`src/rtl/meter_pkg.sv`:
```
// rtl/meter_pkg.sv - shared widths, defaults and FSM state type for the meter sampler
package meter_pkg;

  localparam int ADC_W = 12;

  localparam int DEF_SAMPLE_DIV   = 2267;
  localparam int DEF_TIMEOUT      = 64;
  localparam int DEF_HOLD_SAMPLES = 4096;
  localparam int DEF_DECAY_STEP   = 8;

  typedef enum logic [1:0] {
    ST_IDLE    = 2'd0,
    ST_START   = 2'd1,
    ST_WAIT    = 2'd2,
    ST_CAPTURE = 2'd3
  } state_t;

endpackage

```
`src/rtl/peak_hold.sv`:
```
// rtl/peak_hold.sv - peak-hold with linear decay applied once per captured sample
module peak_hold
  import meter_pkg::*;
#(
  parameter int HOLD_SAMPLES = DEF_HOLD_SAMPLES,
  parameter int DECAY_STEP   = DEF_DECAY_STEP,
  localparam int HW          = $clog2(HOLD_SAMPLES) + 1
) (
  input  logic             clk,
  input  logic             rst,
  input  logic [ADC_W-1:0] s,
  input  logic             sample_en,
  input  logic             src_change,
  output logic [ADC_W-1:0] level,
  output logic [HW-1:0]    hold
);

  localparam logic [ADC_W-1:0] STEP      = ADC_W'(DECAY_STEP);
  localparam logic [HW-1:0]    HOLD_LAST = HW'(HOLD_SAMPLES - 1);

  logic [ADC_W-1:0] base_l;
  logic [ADC_W-1:0] decayed;
  logic [ADC_W-1:0] next_l;
  logic [HW-1:0]    base_h;
  logic [HW-1:0]    next_h;

  // New level/hold: a source change restarts from zero, then new peak, hold, or decay
  always_comb begin
    base_l  = src_change ? '0 : level;
    base_h  = src_change ? '0 : hold;
    decayed = (base_l > STEP) ? (base_l - STEP) : '0;
    next_l  = base_l;
    next_h  = base_h;
    if (s >= base_l) begin
      next_l = s;
      next_h = '0;
    end else if (base_h < HOLD_LAST) begin
      next_h = base_h + HW'(1);
    end else begin
      next_l = (decayed > s) ? decayed : s;
    end
  end

  // Commit the update only when a conversion result is being captured
  always_ff @(posedge clk or posedge rst) begin
    if (rst) begin
      level <= '0;
      hold  <= '0;
    end else if (sample_en) begin
      level <= next_l;
      hold  <= next_h;
    end
  end

endmodule

```
`src/rtl/meter_sample_ctrl.sv`:
```
// rtl/meter_sample_ctrl.sv - periodic ADC conversion scheduler feeding a peak-held meter level
module meter_sample_ctrl
  import meter_pkg::*;
#(
  parameter int SAMPLE_DIV   = DEF_SAMPLE_DIV,
  parameter int TIMEOUT      = DEF_TIMEOUT,
  parameter int HOLD_SAMPLES = DEF_HOLD_SAMPLES,
  parameter int DECAY_STEP   = DEF_DECAY_STEP
) (
  input  logic             clk,
  input  logic             rst,
  input  logic             switch,
  output logic             adc_start,
  output logic             adc_sel,
  input  logic             adc_done,
  input  logic [ADC_W-1:0] adc_data,
  output logic [ADC_W-1:0] level,
  output logic             level_valid,
  output logic             busy,
  output logic             timeout_err,
  output logic             overrun,
  input  logic             clr_err
);

  localparam int TW = $clog2(SAMPLE_DIV);
  localparam int WW = $clog2(TIMEOUT + 1);

  state_t           state;
  logic [TW-1:0]    tick_cnt;
  logic             tick;
  logic [WW-1:0]    wait_cnt;
  logic             wait_last;
  logic             timeout_evt;
  logic             sw_meta;
  logic             sw_sync;
  logic [ADC_W-1:0] sample;
  logic             src_pend;

  assign tick        = (tick_cnt == TW'(SAMPLE_DIV - 1));
  assign wait_last   = (wait_cnt == WW'(TIMEOUT - 1));
  assign timeout_evt = (state == ST_WAIT) && !adc_done && wait_last;
  assign adc_start   = (state == ST_START);
  assign busy        = (state != ST_IDLE);

  // Free-running conversion tick divider
  always_ff @(posedge clk or posedge rst) begin
    if (rst) begin
      tick_cnt <= '0;
    end else if (tick) begin
      tick_cnt <= '0;
    end else begin
      tick_cnt <= tick_cnt + TW'(1);
    end
  end

  // Two-stage synchronizer for the asynchronous source-select switch
  always_ff @(posedge clk or posedge rst) begin
    if (rst) begin
      sw_meta <= 1'b0;
      sw_sync <= 1'b0;
    end else begin
      sw_meta <= switch;
      sw_sync <= sw_meta;
    end
  end

  // Conversion sequencer; adc_sel is latched on entry to START so it is valid for the whole conversion.
  // A source change stays pending until a conversion is actually captured, so an aborted
  // conversion on the new source does not lose the level reset.
  always_ff @(posedge clk or posedge rst) begin
    if (rst) begin
      state    <= ST_IDLE;
      wait_cnt <= '0;
      adc_sel  <= 1'b0;
      sample   <= '0;
      src_pend <= 1'b0;
    end else begin
      case (state)
        ST_IDLE: begin
          if (tick) begin
            state    <= ST_START;
            adc_sel  <= sw_sync;
            src_pend <= src_pend | (sw_sync != adc_sel);
          end
        end
        ST_START: begin
          wait_cnt <= '0;
          state    <= ST_WAIT;
        end
        ST_WAIT: begin
          if (adc_done) begin
            sample <= adc_data;
            state  <= ST_CAPTURE;
          end else if (wait_last) begin
            state <= ST_IDLE;
          end else begin
            wait_cnt <= wait_cnt + WW'(1);
          end
        end
        ST_CAPTURE: begin
          src_pend <= 1'b0;
          state    <= ST_IDLE;
        end
        default: state <= ST_IDLE;
      endcase
    end
  end

  // Strobe and sticky error flags; a new error wins over a same-cycle clear
  always_ff @(posedge clk or posedge rst) begin
    if (rst) begin
      level_valid <= 1'b0;
      timeout_err <= 1'b0;
      overrun     <= 1'b0;
    end else begin
      level_valid <= (state == ST_CAPTURE);
      if (timeout_evt) begin
        timeout_err <= 1'b1;
      end else if (clr_err) begin
        timeout_err <= 1'b0;
      end
      if (tick && busy) begin
        overrun <= 1'b1;
      end else if (clr_err) begin
        overrun <= 1'b0;
      end
    end
  end

  peak_hold #(
    .HOLD_SAMPLES (HOLD_SAMPLES),
    .DECAY_STEP   (DECAY_STEP)
  ) u_peak_hold (
    .clk        (clk),
    .rst        (rst),
    .s          (sample),
    .sample_en  (state == ST_CAPTURE),
    .src_change (src_pend),
    .level      (level),
    .hold       ()
  );

endmodule

```
`config.mk`:
```
export PLATFORM = sky130hd
export DESIGN_NAME = meter_sample_ctrl
export DESIGN_NICKNAME = d
export VERILOG_FILES = /design/src/rtl/meter_pkg.sv /design/src/rtl/peak_hold.sv /design/src/rtl/meter_sample_ctrl.sv
export SDC_FILE = /design/constraint.sdc
export NUM_CORES = 1
export LEC_CHECK = 0
export BUFFER_PORTS_ARGS = -buffer_cell sky130_fd_sc_hd__buf_2
export CELL_PAD_IN_SITES_DETAIL_PLACEMENT = 1
export CELL_PAD_IN_SITES_GLOBAL_PLACEMENT = 2
export CORE_MARGIN = 2
export CORE_UTILIZATION = 35
export DETAILED_ROUTE_END_ITERATION = 16
export GPL_ROUTABILITY_DRIVEN = 0
export PLACE_DENSITY_LB_ADDON = 0.1
export SYNTH_ARGS = -nofsm -noshare
export SYNTH_HDL_FRONTEND = slang
export SYNTH_SLANG_ARGS = --single-unit
export TNS_END_PERCENT = 20
```
`constraint.sdc`:
```
create_clock -name clk -period 3.35 [get_ports clk]
set_clock_uncertainty 0.15 [all_clocks]
set_input_delay 0.335 -clock clk [delete_from_list [all_inputs] [get_ports clk]]
set_output_delay 0.335 -clock clk [all_outputs]
set_load 0.02 [all_outputs]
```
======== Yosys cells after proc, flatten, opt, wreduce, memory -nomap -nowiden ========
Cells that the tools add are included.
operators by class
  reductions and logical operators ........ 15
  bitwise gates (word level) .............. 1
  order comparisons ....................... 4
  mux-type cells .......................... 21
  add/sub/neg operators ................... 4
  equality and inequality tests ........... 10
operators with widths
  kind                   number
  $mux 12                6
  $mux 13                3
  $mux 7                 2
  $pmux 7 s2             1
  $add 13x1->13 const B  1
  $lt 13x12->1 const B   1
  $add 12x1->12 const B  1
  $eq 12x12->1 const B   1
  $ge 12x12->1           1
  $gt 12x12->1           1
  $gt 12x4->1 const B    1
  $sub 12x4->12 const B  1
  $reduce_bool 2->1      5
  $pmux 2 s4             1
  $reduce_and 2->1       4
  $add 7x1->7 const B    1
  $eq 7x6->1 const B     1
  $mux 2                 3
  $ne 2x2->1 const B     3
  $eq 2x2->1 const B     2
  $mux 1                 4
  $logic_and 1x1->1      3
  $ne 3x3->1 const B     1
  $reduce_and 3->1       1
  other kinds (6)        6
storage, ports and cells
  bits of input ports ..................... 17
  register bits ........................... 65
  output and inout port bits .............. 18
  word-level logic and storage cells ...... 68

======== Depth between registers and ports, before layout ========
  depth after elaboration ................. 7
  gate-level depth with buffers ........... 16

======== Cells and area by module ========
Synthesis repeated with hierarchy kept, for this count alone.
unflattened totals
  cells, all modules ...................... 484
  area total of the unflattened synthesis .. 4468.0 um^2
by module, submodules not included
  module             seq. area each (um^2)  instances  cells an instance  area each (um^2)
  peak_hold          625.6                  1          317                2578.7
  meter_sample_ctrl  1001.0                 1          167                1889.3

======== Worst setup path after synthesis ========
No wires, ideal clock.
  path kind ............................... reg-to-reg
  from .................................... register src_pend
  to ...................................... register u_peak_hold.level[0]
  buffers on the path ..................... 3
  data arrival time ....................... 3248 ps
  path slack .............................. -169 ps
  stages on the path, launching flop included .. 17
  data required time ...................... 3079 ps
  period minus slack after synthesis ...... 3519 ps
  cell sequence ........................... dfrtp_1 -> buf_6 -> clkinv_1 -> clkbuf_1 -> nand2_1 -> ha_1 -> nand2_1 -> nor3_1 -> a21oi_1 -> o21ai_0 -> ha_1 -> nand4_1 -> or3_1 -> o31a_1 -> buf_2 -> a41o_1 -> a22o_1
between the ends
  longest elaborated chain between the ends .. 7
  elaborated cells between the ends (all ways) .. 11
  those cells by class .................... 1 x add/sub; 4 x order compare; 6 x mux
RTL lines
  element                                       RTL line                 source
  start: declaration                            meter_sample_ctrl.sv:37  logic src_pend;
  start signal: assignment                      meter_sample_ctrl.sv:83  src_pend <= src_pend | (sw_sync != adc_sel);
  $mux 12                                       peak_hold.sv:29          base_l = src_change ? '0 : level;
  $sub 12x4->12 or $gt 12x4->1 (tied branches)  peak_hold.sv:31          decayed = (base_l > STEP) ? (base_l - STEP) : '0;
  $mux 12                                       peak_hold.sv:31
  $gt 12x12->1                                  peak_hold.sv:40          next_l = (decayed > s) ? decayed : s;
  $mux 12                                       peak_hold.sv:40
  $mux 12                                       peak_hold.sv:37          end else if (base_h < HOLD_LAST) begin
  $mux 12 (*)                                   peak_hold.sv:34          if (s >= base_l) begin
  end signal: assignment                        peak_hold.sv:50          level <= next_l;
  end: declaration                              peak_hold.sv:14          output logic [ADC_W-1:0] level,
Every way passes the cells marked *; elsewhere a longest branch is shown, timed or not.
A chain may end at the register's enable or synchronous reset.

======== Final worst setup path ========
  from .................................... register src_pend
  to ...................................... register u_peak_hold.level[1]
Same word-level chain as after synthesis.

==> summary.md <==
| Metric | Value |
|---|---|
| Initial DRC count | 159 |
| Final layout net count | 580 |
| Syn_area_per_cell | 9.447 sq um |
| Switch share | roughly 45% |
| N_diodes | 0 |
| Reg clk slew, reported paths | ~0.060 ns |
| Place WS | -0.1026 ns |
| Total global-route track usage | 20.92% |
| Final setup margin | -0.02163 ns |
| Crit path time final | roughly 3.4 ns |
| Setup crit end | u_peak_hold.level[1]$_DFFE_PP0P_ |
| CTS tree | built |
| CP Max Fanout | 5 |
| Failing checks | negative setup slack |
| DRC Markers | 0 |
| Initial core utilization | between 30% and 40% |
| Io pins | 35 |
| Clock buffer depth | 2 |
| Std cell rows | 40 |
| Count of different cell masters after synthesis | ~70 |
| Worst EP arrival | 3.45 ns |
| EDFF count, synth | 0 |
| Startpoint types | flip-flop |
| Worst min-delay path class | input port to flip-flop |
| Yosys reg bits | between 60 and 70 |
| Die ar. | 0.01346 sq mm |
| Core box area | roughly 0.012 sq mm |
| HP Start | adc_data[5] |
| Area contributors post-synth | dfrtp_1 37%, ha_1 9.7%, mux2_2 3.8% |
| Die width | approximately 120 microns |
| Total CTS buffers | 9 |
| Depth of the most critical reg-to-reg path | 13 |
| Pre-antenna DRT Iters | 4 |
| Gr ovfl total | 0 |
| Average wire per standard cell | approximately 19 microns |
| Max IR drop VDD | roughly 0.38 mV |
| Final period utilization | 100.6% |
| Post-Syn Instances | between 400 and 500 |
| Final hold violation count | 0 |
| Switch Pwr | approximately 2.2 mW |
| RR Startpoint | src_pend$_DFFE_PP0P_ |
| Post-synth top cells | 65 x dfrtp_1, 44 x nand2_1, 39 x nor2_1 |
| Hold slack | slightly above 0.07 ns |
| Syn. warnings | 0 |
| Cell with the most instances after synthesis | dfrtp_1 |
| Top FF cell, synth | dfrtp_1 |
| Top-area cell type share of the netlist area | a little under two fifths |
| Crit Reg-Reg Endpoint | u_peak_hold.level[1]$_DFFE_PP0P_ |
| Post-synthesis cell area | roughly 0.0044 sq mm |
| Root Driver | clkbuf_16 |
| DP Wirelength | around 9600 microns |
| Max Freq | between 200 and 300 MHz |
| First-pass GRT wire length | 21,380 microns |
| Area leader, netlist | dfrtp_1 |
| DR vias | 3,784 |
| Synth async-reset ratio | 100.0% |
| Clock share of power | between 20 and 25% |
| Setup-failing EPs final | 3 |
| Syn nets | ~520 |
| Share of layout cells above drive strength 1 | between 20 and 30% |
| Cell Pwr Density | slightly above 900 mW/mm^2 |
| Max Cap Viol | 0 |
| Critical Path Start | src_pend$_DFFE_PP0P_ |
| Critical path capture point type | flip-flop |
| Rel. slew slack | between 50 and 60% |
| Final antenna-violating net count | 0 |
| DP Cell Count | 682 |
| Drt total wl | ~13,000 microns |
| Reg2reg setup slack | -0.02 ns |
| Htree depth | 3 |
| Pins over their slew limit | 0 |
| Status | finished, violations left |
| Power Internal | around 2.8 mW |
| Vias/cell | about 5.4 |
| Worst slew pin tran | 0.6343 ns |
| CTS sink count | 65 |
| Clk Latency, worst-skew pair | ~0.34 ns |
| Register share of total power | approximately a quarter |
| Register area share after synthesis | 37.03% |
| Vias in the first global route | between 4,000 and 5,000 |
| I/O Buffers | 34 |
| Largest net degree at the start of global routing | 36 |
| RSZ-0062 raised after global routing | yes |
| Antenna violations before repair | 0 |
| Worst Path Required | 3.43 ns |
| Leak pwr | ~2.6 nW |
| Kind of critical path | flip-flop to flip-flop |
| Syn-to-layout area delta | 24.18% |
| Final Non-Filler Cells | ~700 |
| Fill count | around 1,400 |
| Comb pwr share | 53.2% |
| Die Height | about 120 microns |
power groups by stage:
stage / clock [mW] / sequential, mW / combinational, mW
6_report: 1.13 / 1.23 / 2.68
2_1_floorplan: 0 / 1.26 / 1.59
4_1_cts: 1.15 / 1.23 / 2.52
3_3_place_gp: 0 / 1.23 / 2.44
3_5_place_dp: 0 / 1.24 / 2.49
5_1_grt: 1.19 / 1.26 / 2.96
area by class of cell:
| class | count | area [sq um] | area share, % |
|---|---|---|---|
| multi-input cells | 341 | 2633 | 48.26 |
| flip-flops and latches | 65 | 1629 | 29.86 |
| repair buffers | 73 | 484.2 | 8.876 |
| clock buffers | 9 | 225.2 | 4.128 |
| well taps | 168 | 210.2 | 3.853 |
| inverters | 39 | 147.6 | 2.706 |
| clock inverters | 7 | 126.4 | 2.317 |
logic make-up after synthesis:
group           synth area share, %
simple gates                  20.59
compound gates                19.14
flops                         37.03
buf+inv                       5.896
fa+ha+maj                     9.684
mux                           4.870
xor+xnor                      2.791
flip-flops by register name, indices dropped and copies added, names as in the netlist:
signal	flops
adc_sel	1
level_valid	1
overrun	1
sample	12
src_pend	1
state	2
sw_meta	1
sw_sync	1
tick_cnt	12
timeout_err	1
u_peak_hold.hold	13
u_peak_hold.level	12
wait_cnt	7
routing by layer:
layer,GRT usage (%),routed length [microns],vias to the layer above
met4,7.222,224,0
met2,33.88,6202,70
met3,3.504,521,14
met1,28.41,6284,1876
met5,0,0,-
li1,-,-,1824
critical path: stages (launching register included):
cell and delay (ns):
dfrtp_2 0.43, nand2b_4 0.18, nor2_4 0.15, and3b_2 0.26
or2_4 0.28, nor2_4 0.13, ha_4 0.21, nor2b_4 0.12
o211ai_1 0.23, a211oi_2 0.10, o31a_1 0.36, buf_4 0.19
a41o_1 0.27, a22o_1 0.20
placed cells by master (no fill, tap or decap), types with 6 or more instances in the layout:
master     synthesis  layout
a21oi_1           14      14
buf_4              0      35
nand3_1           15      15
nand4_1           10      10
nor2_1            39      37
a31oi_1            7       7
xor2_1             6       6
o22ai_1            9       9
a221oi_2           8       8
and3_1            14      14
ha_1              34      31
a2111oi_2          8       8
mux2_2            15      15
nand2_1           44      44
xnor2_1            8       8
nor3_1            12      10
o21ai_0           19      18
buf_2              3      34
dfrtp_1           65      63
clkbuf_16          0       9
a22o_1             6       6
inv_1             37      36
worst min-delay path by stage:
stage	endpoint	cells after the start
floorplan	sw_sync$_DFF_PP0_	0
global placement	tick_cnt[0]$_DFF_PP0_	2
detailed placement	tick_cnt[0]$_DFF_PP0_	2
CTS	sample[5]$_DFFE_PP0P_	2
global route	sample[5]$_DFFE_PP0P_	2
finish	sample[5]$_DFFE_PP0P_	2
through the flow:
stage	cell area (sq um)	util, %	setup TNS (ns)	total power, mW
finish	5455	45.04	-0.03488	5.043
global route	5455	45.04	-0.7827	5.411
CTS	5336	44.06	0	4.901
detailed placement	4955	40.91	-0.2964	3.730
global placement	4955	40.91	0	3.668
floorplan	4408	-	0	2.845
repair_timing:
| item | 4_1_cts | 5_1_grt |
|---|---|---|
| pin swaps | 0 | 7 |
| gates cloned | 0 | 1 |
| endpoints found under the setup margin | 12 | 12 |
| buffers inserted | 0 | 1 |
| endpoints found under the hold margin | 9 | 0 |
| gates resized for setup | 3 | 19 |
| hold buffers | 2 | 0 |
Power figures use the tool's default switching activity.
